===== src/rtl/hog_fetch_pkg.sv =====
// hog_fetch_pkg: shared constants, FSM state type and window-order helper
// for the HOG cell fetcher.
//   PIX_W  : pixel width
//   CELL_S : bordered cell side (8x8 cell plus 1-pixel border)
//   PIX_N  : pixels delivered per cell (bordered window minus its 4 corners)
//   pix_rc : maps pixel index k to its window (row, column)
package hog_fetch_pkg;

  localparam int PIX_W  = 8;
  localparam int CELL_S = 10;
  localparam int PIX_N  = CELL_S*CELL_S-4;
  localparam int K_W    = $clog2(PIX_N);
  localparam int RC_W   = $clog2(CELL_S);
  // Pixels in the first and last window rows once the corners are dropped.
  localparam int EDGE_N = CELL_S-2;

  typedef enum logic [1:0] {
    ST_IDLE     = 2'd0,
    ST_ASSEMBLE = 2'd1,
    ST_HOLD     = 2'd2
  } fetch_state_e;

  typedef struct packed {
    logic [RC_W-1:0] r;
    logic [RC_W-1:0] c;
  } pix_rc_t;

  // Row-major walk of the bordered window with the four corners skipped.
  function automatic pix_rc_t pix_rc(input logic [K_W-1:0] k);
    pix_rc_t rc;
    int      m;
    rc = '0;
    m  = 0;
    if (int'(k) < EDGE_N) begin
      rc.r = '0;
      rc.c = RC_W'(int'(k) + 1);
    end else if (int'(k) < PIX_N-EDGE_N) begin
      m    = int'(k) - EDGE_N;
      rc.r = RC_W'(m / CELL_S + 1);
      rc.c = RC_W'(m % CELL_S);
    end else begin
      rc.r = RC_W'(CELL_S-1);
      rc.c = RC_W'(int'(k) - (PIX_N-EDGE_N) + 1);
    end
    return rc;
  endfunction

endpackage


===== src/rtl/hog_cell_fetcher_addr_gen.sv =====
// cell_addr_gen: combinational pixel address generator.
//   cell_x_i, cell_y_i : cell coordinates
//   pix_k_i            : pixel index within the bordered window
//   addr_o             : frame address y*IMG_W+x, clamped into the frame
//   oor_o              : requested pixel lies outside the frame
module cell_addr_gen
  import hog_fetch_pkg::*;
#(
  parameter int IMG_W   = 160,
  parameter int IMG_H   = 120,
  parameter int CX_W    = 5,
  parameter int CY_W    = 4,
  parameter int MADDR_W = 15
) (
  input  logic [CX_W-1:0]    cell_x_i,
  input  logic [CY_W-1:0]    cell_y_i,
  input  logic [K_W-1:0]     pix_k_i,
  output logic [MADDR_W-1:0] addr_o,
  output logic               oor_o
);

  pix_rc_t rc_s;
  int      x_s;
  int      y_s;
  int      xc_s;
  int      yc_s;

  // Window position to frame coordinates, then clamp to the nearest edge.
  always_comb begin
    rc_s  = pix_rc(pix_k_i);
    x_s   = int'(cell_x_i)*8 - 1 + int'(rc_s.c);
    y_s   = int'(cell_y_i)*8 - 1 + int'(rc_s.r);
    oor_o = (x_s < 0) || (x_s >= IMG_W) || (y_s < 0) || (y_s >= IMG_H);
    if (x_s < 0) begin
      xc_s = 0;
    end else if (x_s >= IMG_W) begin
      xc_s = IMG_W-1;
    end else begin
      xc_s = x_s;
    end
    if (y_s < 0) begin
      yc_s = 0;
    end else if (y_s >= IMG_H) begin
      yc_s = IMG_H-1;
    end else begin
      yc_s = y_s;
    end
    addr_o = MADDR_W'(yc_s*IMG_W + xc_s);
  end

endmodule


===== src/rtl/hog_cell_fetcher.sv =====
// hog_cell_fetcher: walks the frame in raster cell order and, per cell,
// reads the 96-pixel bordered window from a 1-cycle-latency pixel memory,
// then holds it on o_data_fetch with ready until the consumer's request.
//   start/request       : frame start pulse / consumer wants a cell
//   ready/o_data_fetch  : complete cell available / packed pixels
//   mem_rd_en/mem_addr/mem_rdata : pixel memory read port
//   cell_x/cell_y       : cell currently held or being assembled
//   busy/frame_done     : not IDLE / pulse after the last transfer
// Option macro HOG_FETCH_EDGE_REPLICATE_EN: out-of-frame pixels take the
// clamped edge value instead of 0.
module hog_cell_fetcher #(
  parameter  int PIX_W   = 8,
  parameter  int CELL_S  = 10,
  parameter  int IMG_W   = 160,
  parameter  int IMG_H   = 120,
  localparam int PIX_N   = CELL_S*CELL_S-4,
  localparam int OUT_W   = PIX_W*PIX_N,
  localparam int MADDR_W = $clog2(IMG_W*IMG_H),
  localparam int CX_W    = $clog2(IMG_W/8),
  localparam int CY_W    = $clog2(IMG_H/8)
) (
  input  logic               clk,
  input  logic               rst,
  input  logic               start,
  input  logic               request,
  output logic               ready,
  output logic [OUT_W-1:0]   o_data_fetch,
  output logic               mem_rd_en,
  output logic [MADDR_W-1:0] mem_addr,
  input  logic [PIX_W-1:0]   mem_rdata,
  output logic [CX_W-1:0]    cell_x,
  output logic [CY_W-1:0]    cell_y,
  output logic               busy,
  output logic               frame_done
);
  import hog_fetch_pkg::*;

  localparam logic [CX_W-1:0] CX_LAST = CX_W'(IMG_W/8-1);
  localparam logic [CY_W-1:0] CY_LAST = CY_W'(IMG_H/8-1);
  localparam logic [K_W-1:0]  K_LAST  = K_W'(PIX_N-1);

  fetch_state_e       state_q, state_d;
  logic [CX_W-1:0]    cell_x_q, cell_x_d;
  logic [CY_W-1:0]    cell_y_q, cell_y_d;
  logic [K_W-1:0]     rd_k_q, rd_k_d;
  logic               rd_en_q, rd_en_d;
  logic [MADDR_W-1:0] addr_q, addr_d;
  logic               rd_oor_q, rd_oor_d;
  logic               cap_en_q;
  logic [K_W-1:0]     cap_k_q;
  logic               cap_oor_q;
  logic [OUT_W-1:0]   data_q;
  logic               ready_q, busy_q, done_q, done_d;
  logic [PIX_W-1:0]   cap_pix_s;
  logic [MADDR_W-1:0] gen_addr_s;
  logic               gen_oor_s;
  logic               last_cell_s;

  assign last_cell_s = (cell_x_q == CX_LAST) && (cell_y_q == CY_LAST);

  // Address of the read about to be issued (next cell / next pixel index).
  cell_addr_gen #(
    .IMG_W  (IMG_W),
    .IMG_H  (IMG_H),
    .CX_W   (CX_W),
    .CY_W   (CY_W),
    .MADDR_W(MADDR_W)
  ) u_addr_gen (
    .cell_x_i(cell_x_d),
    .cell_y_i(cell_y_d),
    .pix_k_i (rd_k_d),
    .addr_o  (gen_addr_s),
    .oor_o   (gen_oor_s)
  );

  // Next-state logic; reads are registered so the first one lands in the
  // first ASSEMBLE cycle.
  always_comb begin
    state_d  = state_q;
    cell_x_d = cell_x_q;
    cell_y_d = cell_y_q;
    rd_en_d  = 1'b0;
    rd_k_d   = rd_k_q;
    done_d   = 1'b0;
    case (state_q)
      ST_IDLE: begin
        if (start) begin
          state_d  = ST_ASSEMBLE;
          cell_x_d = '0;
          cell_y_d = '0;
          rd_en_d  = 1'b1;
          rd_k_d   = '0;
        end else begin
          state_d = ST_IDLE;
        end
      end
      ST_ASSEMBLE: begin
        if (rd_en_q && (rd_k_q != K_LAST)) begin
          rd_en_d = 1'b1;
          rd_k_d  = rd_k_q + K_W'(1);
        end else begin
          rd_en_d = 1'b0;
        end
        if (cap_en_q && (cap_k_q == K_LAST)) begin
          state_d = ST_HOLD;
        end else begin
          state_d = ST_ASSEMBLE;
        end
      end
      ST_HOLD: begin
        if (request) begin
          if (last_cell_s) begin
            state_d  = ST_IDLE;
            done_d   = 1'b1;
            cell_x_d = '0;
            cell_y_d = '0;
          end else begin
            state_d = ST_ASSEMBLE;
            rd_en_d = 1'b1;
            rd_k_d  = '0;
            if (cell_x_q == CX_LAST) begin
              cell_x_d = '0;
              cell_y_d = cell_y_q + CY_W'(1);
            end else begin
              cell_x_d = cell_x_q + CX_W'(1);
            end
          end
        end else begin
          state_d = ST_HOLD;
        end
      end
      default: begin
        state_d = ST_IDLE;
      end
    endcase
    if (rd_en_d) begin
      addr_d   = gen_addr_s;
      rd_oor_d = gen_oor_s;
    end else begin
      addr_d   = addr_q;
      rd_oor_d = rd_oor_q;
    end
  end

  // Pixel substituted for the captured read data.
  always_comb begin
`ifdef HOG_FETCH_EDGE_REPLICATE_EN
    cap_pix_s = mem_rdata;
`else
    if (cap_oor_q) begin
      cap_pix_s = '0;
    end else begin
      cap_pix_s = mem_rdata;
    end
`endif
  end

  // State, read pipeline (address -> capture) and output registers.
  always_ff @(posedge clk) begin
    if (rst) begin
      state_q   <= ST_IDLE;
      cell_x_q  <= '0;
      cell_y_q  <= '0;
      rd_k_q    <= '0;
      rd_en_q   <= 1'b0;
      addr_q    <= '0;
      rd_oor_q  <= 1'b0;
      cap_en_q  <= 1'b0;
      cap_k_q   <= '0;
      cap_oor_q <= 1'b0;
      data_q    <= '0;
      ready_q   <= 1'b0;
      busy_q    <= 1'b0;
      done_q    <= 1'b0;
    end else begin
      state_q   <= state_d;
      cell_x_q  <= cell_x_d;
      cell_y_q  <= cell_y_d;
      rd_k_q    <= rd_k_d;
      rd_en_q   <= rd_en_d;
      addr_q    <= addr_d;
      rd_oor_q  <= rd_oor_d;
      cap_en_q  <= rd_en_q;
      cap_k_q   <= rd_k_q;
      cap_oor_q <= rd_oor_q;
      if (cap_en_q) begin
        data_q[cap_k_q*PIX_W +: PIX_W] <= cap_pix_s;
      end
      ready_q   <= (state_d == ST_HOLD);
      busy_q    <= (state_d != ST_IDLE);
      done_q    <= done_d;
    end
  end

  assign ready        = ready_q;
  assign o_data_fetch = data_q;
  assign mem_rd_en    = rd_en_q;
  assign mem_addr     = addr_q;
  assign cell_x       = cell_x_q;
  assign cell_y       = cell_y_q;
  assign busy         = busy_q;
  assign frame_done   = done_q;

endmodule


===== config.mk =====
export PLATFORM = sky130hd
export DESIGN_NAME = hog_cell_fetcher
export DESIGN_NICKNAME = d
export VERILOG_FILES = /design/src/rtl/hog_fetch_pkg.sv /design/src/rtl/hog_cell_fetcher_addr_gen.sv /design/src/rtl/hog_cell_fetcher.sv
export SDC_FILE = /design/constraint.sdc
export NUM_CORES = 2
export LEC_CHECK = 0
export CELL_PAD_IN_SITES_DETAIL_PLACEMENT = 1
export CELL_PAD_IN_SITES_GLOBAL_PLACEMENT = 1
export CORE_ASPECT_RATIO = 0.5
export CORE_UTILIZATION = 36
export CTS_CLUSTER_SIZE = 24
export DETAILED_ROUTE_END_ITERATION = 6
export PLACE_DENSITY = 0.83
export SYNTH_ARGS = -nofsm -noshare
export SYNTH_HDL_FRONTEND = slang
export SYNTH_SLANG_ARGS = --single-unit

===== constraint.sdc =====
create_clock -name clk -period 14.2 [get_ports clk]
set_input_delay 2.84 -clock clk [delete_from_list [all_inputs] [get_ports clk]]
set_output_delay 2.84 -clock clk [all_outputs]
set_load 0.01 [all_outputs]

# Word level (Yosys, flattened, before mapping)
# Index checks and enable logic that the tools add are counted.
# word_totals
register_bits,815
output_inout_bits,796
word_cells,91
# classes
n_addsub,14
multipliers,1
div,2
magnitude_cmp,6
n_eq_ne,7
shift,2
n_mux,34
bitwise,2
n_reduce_logical,9
# op_table
cell,n
768-bit bitwise mux,1
8-bit by 34-bit variable shift with 768-bit output (first input constant),1
8-bit by 34-bit indexed part select with 768-bit output,1
32-bit by 1-bit less-than comparator with 1-bit output (second input constant),2
32-bit two-way mux,2
10-bit negation with 34-bit output,1
32-bit by 5-bit adder with 32-bit output,1
32-bit by 5-bit divider with 32-bit output (second input constant),1
32-bit by 8-bit >= comparator with 1-bit output (second input constant),1
32-bit by 9-bit >= comparator with 1-bit output (second input constant),1
32-bit by 5-bit remainder unit with 32-bit output (second input constant),1
32-bit by 4-bit multiplier with 10-bit output (second input constant),1
15-bit two-way mux,2
7-bit two-way mux,4
8-bit two-way mux,3
7-bit case mux with 3 select lines,1
5-bit two-way mux,4
4-bit two-way mux,4
15-bit adder,1
9-bit by 5-bit adder with 10-bit output,1
5-bit case mux with 2 select lines,1
8-bit by 1-bit subtractor with 9-bit output (second input constant),1
4-bit by 1-bit adder with 4-bit output (second input constant),2
4-bit by 2-bit adder with 4-bit output (second input constant),2
other kinds (24),37

# Logic depth before layout (Yosys ltp)
# depth
ltp_word,16
ltp_mapped,54
depth_no_buf,49

# Hierarchy
# Synthesis repeated with hierarchy kept, for this count alone.
# hier_totals
hier_cells,4166
hier_area_um2,36563.8
# by_module_without_submodules
module,instances,cells_each,area_each_um2,seq_area_each_um2
hog_cell_fetcher,1,3742,33654.8,16315.6
cell_addr_gen,1,424,2909.0,0.0

# Least setup slack after synthesis
# Ideal clock, no wire load.
# synth_timing
kind,in2reg
startpoint,in request
endpoint,reg addr_q[14] (netlist: mem_addr[14])
setup_time_ns,0.122
t_arrival_ns,11.023
required_ns,14.078
setup_slack_ns,3.054
path_stages,50
path_cell_list,buf_2 -> nand3b_1 -> a22oi_2 -> buf_4 -> nand2_1 -> clkbuf_1 -> nand2_1 -> o21ai_1 -> inv_1 -> ha_1 -> clkbuf_1 -> nor3_2 -> xnor2_1 -> nand2_1 -> o32ai_1 -> a311o_1 -> a21o_1 -> buf_6 -> [... 14 more ...] -> nor4b_1 -> nand4_1 -> a311oi_1 -> o2111a_1 -> nor2_1 -> mux2_2 -> ha_1 -> inv_1 -> fa_1 -> inv_1 -> a21o_1 -> a21oi_1 -> o21bai_1 -> a21oi_1 -> xor2_1 -> o21ai_0 -> a22oi_1 -> o21ai_1
# synth_between
elab_chain_cells,13
word_cells_on_any_way,33
classes_between,add/sub (10); mul (1); div (2); order compare (6); mux (14)
# synth_rtl
element,line_no,text
start: declaration,hog_cell_fetcher.sv:25,"input logic request,"
7-bit two-way mux *,hog_cell_fetcher.sv:111,if (request) begin
7-bit case mux with 3 select lines *,hog_cell_fetcher.sv:85,case (state_q)
named net rd_k_d[0],hog_cell_fetcher.sv:45,"logic [K_W-1:0] rd_k_q, rd_k_d;"
7-bit by 4-bit subtractor with 8-bit output,hog_fetch_pkg.sv:38,m = int'(k) - EDGE_N;
32-bit by 5-bit divider with 32-bit output,hog_fetch_pkg.sv:39,rc.r = RC_W'(m / CELL_S + 1);
4-bit by 2-bit adder with 4-bit output,hog_fetch_pkg.sv:39,
8-bit two-way mux,hog_fetch_pkg.sv:37,end else if (int'(k) < PIX_N-EDGE_N) begin
8-bit two-way mux *,hog_fetch_pkg.sv:34,if (int'(k) < EDGE_N) begin
32-bit by 5-bit adder with 32-bit output,hog_cell_fetcher_addr_gen.sv:32,y_s = int'(cell_y_i)*8 - 1 + int'(rc_s.r);
32-bit by 8-bit >= comparator with 1-bit output,hog_cell_fetcher_addr_gen.sv:43,end else if (y_s >= IMG_H) begin
32-bit two-way mux,hog_cell_fetcher_addr_gen.sv:43,
32-bit two-way mux,hog_cell_fetcher_addr_gen.sv:41,if (y_s < 0) begin
32-bit by 4-bit multiplier with 10-bit output,hog_cell_fetcher_addr_gen.sv:48,addr_o = MADDR_W'(yc_s*IMG_W + xc_s);
15-bit adder *,hog_cell_fetcher_addr_gen.sv:48,
end signal: assignment,hog_cell_fetcher.sv:181,addr_q <= addr_d;
end: declaration,hog_cell_fetcher.sv:47,"logic [MADDR_W-1:0] addr_q, addr_d;"
# The timed path passes the listed nets; every way through them passes the cells marked *.
# A chain may end at the register's enable or synchronous reset.

# Worst setup path in the final report
# layout_timing
startpoint,in request
endpoint,reg addr_q[14] (netlist: mem_addr[14])
# layout_between
elab_chain_cells,13
word_cells_on_any_way,33
classes_between,add/sub (10); mul (1); div (2); order compare (6); mux (14)
# layout_rtl
element,line_no
7-bit two-way mux,hog_cell_fetcher.sv:111
7-bit case mux with 3 select lines,hog_cell_fetcher.sv:85
7-bit by 4-bit subtractor with 8-bit output,hog_fetch_pkg.sv:38
32-bit by 5-bit divider with 32-bit output,hog_fetch_pkg.sv:39
4-bit by 2-bit adder with 4-bit output,hog_fetch_pkg.sv:39
8-bit two-way mux,hog_fetch_pkg.sv:37
8-bit two-way mux,hog_fetch_pkg.sv:34
32-bit by 5-bit adder with 32-bit output,hog_cell_fetcher_addr_gen.sv:32
32-bit by 8-bit >= comparator with 1-bit output,hog_cell_fetcher_addr_gen.sv:43
32-bit two-way mux,hog_cell_fetcher_addr_gen.sv:43
32-bit two-way mux,hog_cell_fetcher_addr_gen.sv:41
32-bit by 4-bit multiplier with 10-bit output,hog_cell_fetcher_addr_gen.sv:48
15-bit adder,hog_cell_fetcher_addr_gen.sv:48
# Parallel ways exist; a longest one is shown, timed or not.

==> run_results.csv <==
group,metric,value,unit
run_status,status,"finished, final reports clean",
global_route,grt_pass1_wl,227000,um
routing,routed_via_density,5.67,
yosys,syn_avg_cell_area,7.65,um^2
clock_tree,cts.sinks,815,
placement,gp_congestion,0.915,
routing,drt-total-wl,159000,um
sta,relSlewSlack,10.7,%
finish,n_fill_cell,11011,
clock_tree,root_buffer,"clkbuf_16",
pwr,p_per_area,104,mW/mm^2
floorplan,start_util,36.6,%
pwr,vdd_drop_max,78.2,uV
yosys,synthFlopType,"dfxtp_1",
yosys,synth_seq_cells,815,
yosys,ys_types,99,
sta,setup-tns-final,0,ns
global_route,overflow,0,
finish,final_nets,5043,
setup_path,cp-start-kind,"primary input",
floorplan,io_pins,808,
clock_tree,clk_latency,0.71,ns
yosys,synthCells,4371,
yosys,yosysSeqAreaShare,48.8,%
sta,fin_skew,0.0263,ns
routing,num_vias,35629,
routing,drc_errors,0,
floorplan,fp.dieW,433,um
floorplan,dieArea,0.0942,mm^2
setup_path,cp.required,14.77,ns
floorplan,rows,78,
global_route,grt_max_degree,223,
clock_tree,cts_hold_buf,0,
setup_path,r2r_slack,3.28,ns
hold_path,hold_path_end,"mem_addr[4]",
yosys,ys_warn_count,0,
finish,synthToLayoutAreaGrowth,34.0,%
sta,setup_violations,0,
hold_path,hold_path_class,"reg2reg",
routing,drt-pass1-iter-count,5,
setup_path,worstPathMaxFanout,12,
clock_tree,worst_setup_hold_path_clk_slew,0.07,ns
job,maxCapViolations,0,
clock_tree,cts_resized,0,
setup_path,critPathSlowestCell,"a221oi_2",
floorplan,die_h,218,um
finish,multiInputGateArea,0.0159,mm^2
setup_path,max_stage_delay,0.70,ns
sta,rsz0062_at_grt,"no",
sta,layout_min_cycle_time,12.83,ns
floorplan,core_area,0.0913,mm^2
finish,final_area,0.0448,mm^2
setup_path,cp-end-kind,"flop",
clock_tree,cts-htree-levels,3,
yosys,synth_edf_count,0,
sta,slew_violations,0,
routing,drt_iter0_markers,2910,
yosys,netlist_area,0.0334,mm^2
sta,layout_worst_path_cycle_share,90.4,%
sta,max_freq,77.9,MHz
setup_path,cp.arrival,13.41,ns
clock_tree,clock_path_buffers,3,
global_route,antenna_found_initial,11,
global_route,grt_pass1_vias,35000,
clock_tree,cts_buffers,76,
setup_path,r2r_cells,45,
clock_tree,cts_setup_buffers,0,
hold_path,min_from,"mem_addr[4]",
clock_tree,tritoncts,"done",
setup_path,r2r-end,"mem_addr[14]",
sta,finalHoldViolations,0,
sta,worstMarginPinSlew,1.34,ns
global_route,grt.total_usage,32.1,%
setup_path,worstReg2RegStart,"cell_x[0]",
pwr,leakagePower,0.0151,uW
setup_path,path_class,"in2reg",
hold_path,hold_depth,2,
finish,layout-drive-gt1-share,3.93,%
placement,dp_hpwl,114000,um
placement,numPortBuffers,807,
yosys,async_flop_share,0,%
placement,placed_area,0.0422,mm^2
setup_path,crit_path_frequent_cell,"ha_1",
routing,antenna_left,0,
routing,avgRoutedWirePerCell,25.3,um
finish,regArea,0.0163,mm^2
[worst max path at each step]
stage | from | end | slack [ns] | depth (start not counted)
after floorplan | request | mem_addr[14] | 3.05 | 50
after global placement | request | mem_addr[14] | 1.23 | 43
after detailed placement | request | mem_addr[14] | 0.76 | 43
after CTS | request | mem_addr[14] | 1.44 | 43
after global routing | request | mem_addr[14] | 0.46 | 44
final | request | mem_addr[14] | 1.37 | 43
[kinds of logic after synthesis]
group	count (synthesis)	synth area share, %
AOI/OAI and AO/OA	981	16.1
xor gates and xnor gates	45	1.22
adders and majority gates	51	1.92
buffers and inverters	329	3.79
DFF	815	48.8
muxes	10	0.359
other	1	0.0112
and+or+nand+nor	2139	27.8
[registers in the layout, indices dropped and copies added, names as in the netlist]
| name | cells |
|---|---|
| o_data_fetch | 768 |
| mem_addr | 15 |
| cap_k_q | 7 |
| rd_k_q | 7 |
| cell_x | 5 |
| cell_y | 4 |
| state_q | 2 |
| busy | 1 |
| cap_en_q | 1 |
| cap_oor_q | 1 |
| frame_done | 1 |
| mem_rd_en | 1 |
| rd_oor_q | 1 |
| ready | 1 |
[metal layers]
metal  part of all wire (%)  up-vias  GRT usage [%]
met2                     46     1304           52.4
met3                    5.1      538           5.16
met5                  0.010        -              0
met1                     39    17690           37.8
met4                    9.1        2           25.1
li1                       -    16095              -
[layout by cell type (no fill, tap or decap), drive strengths merged, types with 12 or more instances in the layout]
master and n:
clkbuf 117, and3 13, nand2 287, o211ai 15, a31oi 12, clkdlybuf4s50 806
inv 38, nand2b 34, o21ai 47, nand3 26, xnor2 32, ha 48
dfxtp 815, nor2b 16, a21oi 814, nor2 1089, nor3 603, buf 20
a21o 13, xor2 13
[power breakdown]
part	switching, uW	internal, uW	total, uW
Combinational	112	46.7	159
Sequential	7.63	2290	2300
Clock	979	1240	2220
Total	1100	3580	4680
[cell type report]
| class | count | area share [%] |
|---|---|---|
| clock inverters | 20 | 0.656 |
| clock buffers | 117 | 5.18 |
| multi-input cells | 3229 | 35.5 |
| repair buffers | 826 | 18.4 |
| diodes | 8 | 0.0447 |
| well taps | 1240 | 3.46 |
| flip-flops and latches | 815 | 36.4 |
| inverters | 34 | 0.285 |
[critical path, delay by kind of cell]
family / cells / cell delay [ns]
xor+xnor: 2 / 0.41
compound gates: 19 / 4.97
fa+ha+maj: 6 / 1.89
simple gates: 10 / 1.79
buf+inv: 5 / 1.19
mux: 1 / 0.27
[synthesized netlist by cell type (all sizes together) (7+ instances only)]
| master | n | area, um^2 |
|---|---|---|
| a31oi | 12 | 75.1 |
| nand3 | 26 | 130 |
| and3 | 13 | 81.3 |
| o211ai | 15 | 131 |
| nor2 | 1089 | 4100 |
| dfxtp | 815 | 16300 |
| xnor2 | 32 | 295 |
| o21ai | 47 | 254 |
| and2 | 9 | 56.3 |
| nand2b | 34 | 213 |
| xor2 | 13 | 114 |
| a21o | 13 | 97.6 |
| nand2 | 287 | 1080 |
| clkbuf | 280 | 1050 |
| nor3 | 603 | 3040 |
| or3 | 7 | 48.8 |
| nor3b | 7 | 52.6 |
| or2 | 11 | 68.8 |
| a22oi | 8 | 78.8 |
| ha | 48 | 601 |
| inv | 34 | 128 |
| buf | 15 | 90.1 |
| nor2b | 16 | 100 |
| nand4 | 8 | 65.1 |
| mux2i | 7 | 82.6 |
| a21oi | 814 | 4080 |
[stage by stage]
stage               setup WS, ns  hold WS, ns  power (uW)  cells  util, %
finish                      1.37        0.473        4680   6289     49.0
global route               0.456        0.494        4810   6286     49.0
CTS                         1.44        0.474        4690   6281     49.0
detailed placement         0.759        0.453        2510   6144     46.2
global placement            1.23        0.452        2500   6144     46.2
floorplan                   3.05        0.427        2460   4373        -
(Power assumes the default switching activity.)
